$ cat src/rtl/shift_sequencer.sv
// Multicycle controller for the shift-register datapath (RegDesloc + ShiftAmt mux).
// Ports: clk, reset (async, active-low), req, op[2:0], shamt_in[4:0], regb_amt_in[4:0]
//        -> busy, done, err, ShiftAmtControl[1:0], ShiftSrc, Shift[2:0]
// Macro SHIFT_SERIAL_EN: repeat SHIFT for amt cycles, 1 bit per cycle (const-1 amount).
module shift_sequencer #(
   parameter int CNT_W = 5
) (
   input  logic       clk,
   input  logic       reset,
   input  logic       req,
   input  logic [2:0] op,
   input  logic [4:0] shamt_in,
   input  logic [4:0] regb_amt_in,
   output logic       busy,
   output logic       done,
   output logic       err,
   output logic [1:0] ShiftAmtControl,
   output logic       ShiftSrc,
   output logic [2:0] Shift
);

   typedef enum logic [1:0] {
      IDLE  = 2'd0,
      LOAD  = 2'd1,
      SHIFT = 2'd2,
      DONE  = 2'd3
   } state_t;

   state_t           state_q;
   state_t           state_d;

   logic             dec_src;
   logic             dec_ill;
   logic [1:0]       dec_sel;
   logic [2:0]       dec_dir;
   logic [4:0]       dec_amt;

   logic             src_q;
   logic             ill_q;
   logic [1:0]       sel_q;
   logic [2:0]       dir_q;
   logic [CNT_W-1:0] amt_q;

   logic             accept;

   logic             busy_d;
   logic             done_d;
   logic             err_d;
   logic             src_d;
   logic [1:0]       sel_d;
   logic [2:0]       shift_d;

`ifdef SHIFT_SERIAL_EN
   logic [CNT_W-1:0] cnt_q;
`endif

   // Illegal op loads RegA with the OFFSET amount select; err flags it.
   always_comb begin
      dec_src = 1'b1;
      dec_sel = 2'b00;
      dec_dir = 3'b000;
      dec_amt = shamt_in;
      dec_ill = 1'b0;
      case (op)
         3'b000: dec_dir = 3'b010;
         3'b001: dec_dir = 3'b011;
         3'b010: dec_dir = 3'b100;
         3'b011: begin
            dec_src = 1'b0;
            dec_sel = 2'b10;
            dec_dir = 3'b010;
            dec_amt = regb_amt_in;
         end
         3'b100: begin
            dec_src = 1'b0;
            dec_sel = 2'b10;
            dec_dir = 3'b011;
            dec_amt = regb_amt_in;
         end
         3'b101: begin
            dec_src = 1'b0;
            dec_sel = 2'b10;
            dec_dir = 3'b100;
            dec_amt = regb_amt_in;
         end
         3'b110: begin
            dec_sel = 2'b01;
            dec_dir = 3'b010;
            dec_amt = 5'd16;
         end
         default: begin
            dec_src = 1'b0;
            dec_ill = 1'b1;
         end
      endcase
   end

   assign accept = (state_q == IDLE) && req;

   // State, capture and output registers.
   always_ff @(posedge clk or negedge reset) begin
      if (!reset) begin
         state_q         <= IDLE;
         src_q           <= 1'b0;
         ill_q           <= 1'b0;
         sel_q           <= 2'b00;
         dir_q           <= 3'b000;
         amt_q           <= '0;
         busy            <= 1'b0;
         done            <= 1'b0;
         err             <= 1'b0;
         ShiftAmtControl <= 2'b00;
         ShiftSrc        <= 1'b0;
         Shift           <= 3'b000;
      end else begin
         state_q         <= state_d;
         busy            <= busy_d;
         done            <= done_d;
         err             <= err_d;
         ShiftAmtControl <= sel_d;
         ShiftSrc        <= src_d;
         Shift           <= shift_d;
         if (accept) begin
            src_q <= dec_src;
            ill_q <= dec_ill;
            sel_q <= dec_sel;
            dir_q <= dec_dir;
            amt_q <= CNT_W'(dec_amt);
         end
      end
   end

`ifdef SHIFT_SERIAL_EN
   // Holds amt through LOAD, then counts down once per SHIFT cycle.
   always_ff @(posedge clk or negedge reset) begin
      if (!reset) begin
         cnt_q <= '0;
      end else if (accept) begin
         cnt_q <= CNT_W'(dec_amt);
      end else if (state_q == SHIFT) begin
         cnt_q <= cnt_q - CNT_W'(1);
      end
   end
`endif

   always_comb begin
      state_d = state_q;
      case (state_q)
         IDLE: if (req) state_d = LOAD;
         LOAD: begin
            if (ill_q || (amt_q == '0)) state_d = DONE;
            else                        state_d = SHIFT;
         end
`ifdef SHIFT_SERIAL_EN
         SHIFT: if (cnt_q == CNT_W'(1)) state_d = DONE;
`else
         SHIFT: state_d = DONE;
`endif
         DONE: state_d = IDLE;
         default: state_d = IDLE;
      endcase
   end

   // Outputs are decoded from the next state so they appear registered
   // in the same cycle the state does. LOAD is only entered on accept,
   // so it uses the live decode rather than the captured copy.
   always_comb begin
      busy_d  = 1'b0;
      done_d  = 1'b0;
      err_d   = 1'b0;
      src_d   = 1'b0;
      sel_d   = 2'b00;
      shift_d = 3'b000;
      case (state_d)
         LOAD: begin
            busy_d  = 1'b1;
            shift_d = 3'b001;
            src_d   = dec_src;
            sel_d   = dec_sel;
         end
         SHIFT: begin
            busy_d  = 1'b1;
            shift_d = dir_q;
            src_d   = src_q;
`ifdef SHIFT_SERIAL_EN
            sel_d   = 2'b11;
`else
            sel_d   = sel_q;
`endif
         end
         DONE: begin
            busy_d = 1'b1;
            done_d = 1'b1;
            err_d  = ill_q;
            src_d  = src_q;
            sel_d  = sel_q;
         end
         default: ;
      endcase
   end

endmodule

$ cat config.mk
export PLATFORM = sky130hd
export DESIGN_NAME = shift_sequencer
export DESIGN_NICKNAME = d
export VERILOG_FILES = /design/src/rtl/shift_sequencer.sv
export SDC_FILE = /design/constraint.sdc
export NUM_CORES = 1
export LEC_CHECK = 0
export CORE_UTILIZATION = 51
export DETAILED_ROUTE_END_ITERATION = 7
export GPL_TIMING_DRIVEN = 0
export PLACE_DENSITY = 0.9
export SLEW_MARGIN = 20
export SYNTH_ARGS = -nofsm -noshare
export SYNTH_HDL_FRONTEND = slang
export SYNTH_SLANG_ARGS = --single-unit
$ cat constraint.sdc
create_clock -name clk -period 3.8 [get_ports clk]
set_input_delay 0.38 -clock clk [delete_from_list [all_inputs] [get_ports clk]]
set_output_delay 0.38 -clock clk [all_outputs]
set_load 0.005 [all_outputs]
-- Word-level counts from Yosys, hierarchy flattened
Cells that the tools add are included.
- reduce and logical (&&, ||, !) cells: 13
- equality and inequality tests: 12
- muxes and demuxes: 14
- operators with widths (cell ; number):
    5-bit case mux with 2 select lines ; 1
    3-bit == test (second input constant) ; 3
    3-bit case mux with 3 select lines ; 1
    3-bit OR reduction ; 3
    2-bit == test (second input constant) ; 4
    2-bit case mux with 2 select lines ; 2
    2-bit case mux with 4 select lines ; 1
    7-bit OR reduction ; 1
    3-bit by 2-bit == test with 1-bit output (second input constant) ; 2
    1-bit 2-to-1 mux ; 6
    3-bit case mux with 2 select lines ; 1
    2-bit OR reduction ; 3
    5-bit zero test ; 1
    2-bit by 1-bit == test with 1-bit output (second input constant) ; 2
    4-bit OR reduction ; 1
    3-bit by 1-bit == test with 1-bit output (second input constant) ; 1
    3-bit zero test ; 1
    2-bit zero test ; 1
    2-bit 2-to-1 mux ; 1
    1-bit case mux with 2 select lines ; 1
    1-bit logical AND ; 1
    1-bit logical OR ; 1
- output and inout port bits: 9
- register bits after elaboration: 23
- input bits: 16

-- Longest topological paths before layout
- depth in word-level cells: 7
- mapped depth: 8
- gate-level depth less buffers: 8

-- Worst setup path before layout
Ideal clock, no wire load.
- path kind: register to register
- from: register state_q[1]
- to: register ShiftAmtControl[0]
- arrival time: 1.438 ns
- slack: 2.285 ns
- cell stages (with the launch flop): 9
- data required time: 3.723 ns
- setup time: 0.077 ns
- clock period less this slack: 1.515 ns
- buffers on the path: 0
- cell sequence: dfrtp_1 -> inv_1 -> ha_1 -> nand2_1 -> o221ai_1 -> o31a_1 -> ha_1 -> nand4b_1 -> a21oi_1
- longest elaborated chain between the ends: 5
- ends and longest elaborated chain (what ; line ; RTL):
    start: declaration ; 29 ; state_t state_q;
    start signal: assignment ; 116 ; state_q <= state_d;
    2-bit == test (tied with other cells) ; 148 ; case (state_q)
    2-bit case mux with 4 select lines (*) ; 148 ;
    via state_d[0] ; 30 ; state_t state_d;
    2-bit == test ; 174 ; case (state_d)
    2-bit OR reduction (no source line) ; - ;
    2-bit case mux with 2 select lines (*) ; 174 ;
    via sel_d[0] ; 50 ; logic [1:0] sel_d;
    end signal: assignment ; 120 ; ShiftAmtControl <= sel_d;
    end: declaration ; 17 ; output logic [1:0] ShiftAmtControl,
Mark *: on every way through the listed nets, which the timed path passes. The rest lies on a longest branch.
A chain may end at the register's enable or synchronous reset.

-- Worst setup path after layout
Ends and elaborated chain as after synthesis.

==> results by group <==
Route
  – DR vias/cell: 5.46
  – Drt first pass iters: 4
  – Total number of vias: 819
  – DR WL/cell: 13.6 um
  – Routed Antenna Nets: 0
  – WL final: 2040 um
  – DR iter-0 viols: 23
  – Residual DRC: 0

Worst hold path
  – Worst hold path class: primary input to async pin

Power
  – VDD IR max: 0.376 mV
  – Lkg Pwr: 0.000622 uW
  – Clock share of power: 11.7%
  – Sw Share: 36.9%
  – Comb power frac: 45.1%
  – Share of total power in sequential cells: 43.2%
  – PD cells: 688 nW/um^2
  – P_sw: 341 uW
  – Internal power: 584 uW

GRT
  – Grt total ovfl: 0
  – Initial antenna violation count: 0
  – All-layer global routing usage: 20.9%
  – Vias in the first global route: 773
  – Largest net degree at the start of global routing: 24
  – First-pass GRT wire length: 3230 um

Timing
  – Hold Slack: 0.0146 ns
  – Worst slew pin tran: 0.487 ns
  – Min Tclk post-route: 1.88 ns
  – Final setup violation count: 0
  – Hold Vio Cnt, Final: 0
  – Worst Skew: 0.00664 ns
  – Post-route clock period utilization: 49.4%
  – Setup TNS Final: 0 ns
  – RSZ-0062 raised after global routing: false
  – Worst slew margin: 67.5%
  – Final Max Tran Viols: 0
  – Fmax: 0.533 GHz

Synthesis
  – Main synth FF type: dfrtp_1
  – Avg Synthesized Cell Area: 11.0 um^2
  – Net Count, Synth: 119
  – Seq/Total Area, Yosys: 54.3%
  – Synth area leader: dfrtp_1
  – Top cell type's share of synthesized area: 54.3%
  – Synth unique cells: 32
  – Number of warnings issued by yosys: 0
  – Yosys reg bits: 23
  – Post-Synthesis Cells: 96
  – Commonest cells in the netlist: dfrtp_1, nand2_1, ha_1, nor2_1, inv_1
  – Post-synth EDFFs: 0
  – Synth area leaders: dfrtp_1, ha_1, nand2_1
  – Most numerous cell in the Yosys netlist: dfrtp_1
  – Async set-reset flop share out of synthesis: 100%
  – Synth Cell Area: 1060 um^2

Critical path
  – Reg2Reg Depth: 8
  – Reg-to-Reg Start: state_q[1]
  – CP Launch Type: register
  – Worst Setup EP: ShiftAmtControl[0]
  – R2R Setup Slk: 1.92 ns
  – WS Path Type: register to register
  – FF-to-FF End: ShiftAmtControl[0]
  – Critical Path Source: state_q[1]
  – Setup crit end kind: register
  – Crit-path max FO: 4
  – Critical Path RT: 4.03 ns
  – Worst EP arrival: 2.11 ns

Die
  – Std-Cell Core Area: 1960 um^2
  – Site Rows: 16
  – # IOs: 25
  – Die H: 47.6 um
  – Initial core utilization: 54.0%
  – Die Footprint: 2260 um^2
  – Die width: 47.6 um

Placement
  – DP Area: 1320 um^2
  – PortBufs: 23
  – DP Cell Count: 146
  – Placer Congestion: 0.807
  – Detailed Place HPWL: 1490 um

Status
  – Outcome: finished clean

Clocking
  – Clock tree from TritonCTS: done
  – Clock sink count: 23
  – Clock slew at reported path FFs: 0.12 ns
  – Post_cts resized: 0
  – H-tree levels: 1
  – Longest Clk Path Bufs: 2
  – CTS Hold Bufs: 0
  – Total CTS buffers: 3
  – Clock root cell: clkbuf_4
  – Post-CTS Setup Inserts: 0
  – Clk Latency, worst-skew pair: 0.30 ns

Layout
  – Post-Layout Inst Area: 1350 um^2
  – Layout cells sized above 1: 6.50%
  – Syn-to-layout area delta: 26.9%
  – Nets: 147
  – N_diodes: 0
  – Util after Layout: 68.6%
  – Non-Filler Instances: 150

Job
  – Max-cap violations: 0
==> state kept, by name, summed over array words and instances, names as in the netlist <==
signal,cells
Shift,3
ShiftAmtControl,2
ShiftSrc,1
amt_q,5
busy,1
dir_q,3
done,1
err,1
ill_q,1
sel_q,2
src_q,1
state_q,2
==> worst max-delay path: stages (launching register included) <==
cell	delay, ns
dfrtp_1	0.43
inv_1	0.13
ha_1	0.16
nand2_1	0.04
o221ai_1	0.22
o31a_1	0.28
ha_1	0.27
nand4b_1	0.12
a21oi_1	0.15
==> power groups by stage <==
stage | clock network [uW] | registers (uW) | logic [uW]
2_1_floorplan | 0 | 393 | 261
3_3_place_gp | 0 | 396 | 388
3_5_place_dp | 0 | 404 | 416
4_1_cts | 112 | 399 | 419
5_1_grt | 120 | 412 | 468
6_report | 109 | 399 | 417
==> final cells by class <==
class / count / area (um^2)
flip-flops and latches: 23 / 576
plain buffers: 3 / 12.5
well taps: 27 / 33.8
multi-input cells: 65 / 453
fillers: 153 / 617
repair buffers: 23 / 225
clock buffers: 4 / 26.3
inverters: 5 / 18.8
==> how the worst min path moves through the flow <==
stage | startpoint | endpoint | slack, ns | cells past startpoint
final | reset | amt_q[1] | 0.01 | 1
after global routing | reset | src_q | 0.05 | 1
after CTS | op[2] | ShiftAmtControl[0] | 0.47 | 3
after detailed placement | dir_q[0] | dir_q[0] | 0.47 | 2
after global placement | dir_q[2] | dir_q[2] | 0.46 | 2
after floorplan | reset | ShiftAmtControl[0] | 0.08 | 0
==> metal layers <==
metal | track usage, % | share of wire (%) | vias up | wire, um
met5 | 0 | 0 | - | 0
met1 | 25.0 | 43 | 401 | 873
met4 | 12.2 | 2.0 | 0 | 40
met2 | 36.4 | 52 | 21 | 1060
met3 | 2.26 | 3.2 | 4 | 65
li1 | - | - | 393 | -
==> cell families (layout without fill, tap and decap cells) <==
| group | Yosys count | after routing | share of synthesized area [%] |
|---|---|---|---|
| compound gates | 21 | 21 | 15.6 |
| xor+xnor | 2 | 2 | 1.65 |
| fa+ha+maj | 7 | 7 | 8.26 |
| buf+inv | 8 | 35 | 2.95 |
| flops | 23 | 23 | 54.3 |
| mux | 1 | 1 | 0.945 |
| simple gates | 34 | 34 | 16.3 |
==> per-stage QoR <==
stage               power, uW  setup slack, ns
floorplan                 654             2.28
CTS                       930             1.94
global placement          784             1.97
detailed placement        820             1.94
finish                    925             1.92
global route             1000             1.80
==> layout by cell type, fill, tap and decap left out, types with 2 or more instances in the layout <==
cell type        netlist  layout
dfrtp_1               23      23
clkdlybuf4s50_1        0      22
nand2_1               11      11
nor2_1                 7       7
ha_1                   7       7
inv_1                  5       5
a21oi_1                4       4
and2_1                 4       4
and3_1                 4       4
a221o_1                4       4
clkbuf_1               2       3
clkbuf_4               0       3
o31ai_1                2       2
buf_2                  1       2
o21ai_0                2       2
xnor2_1                2       2
Note: power is estimated with default switching activity, not from simulation.
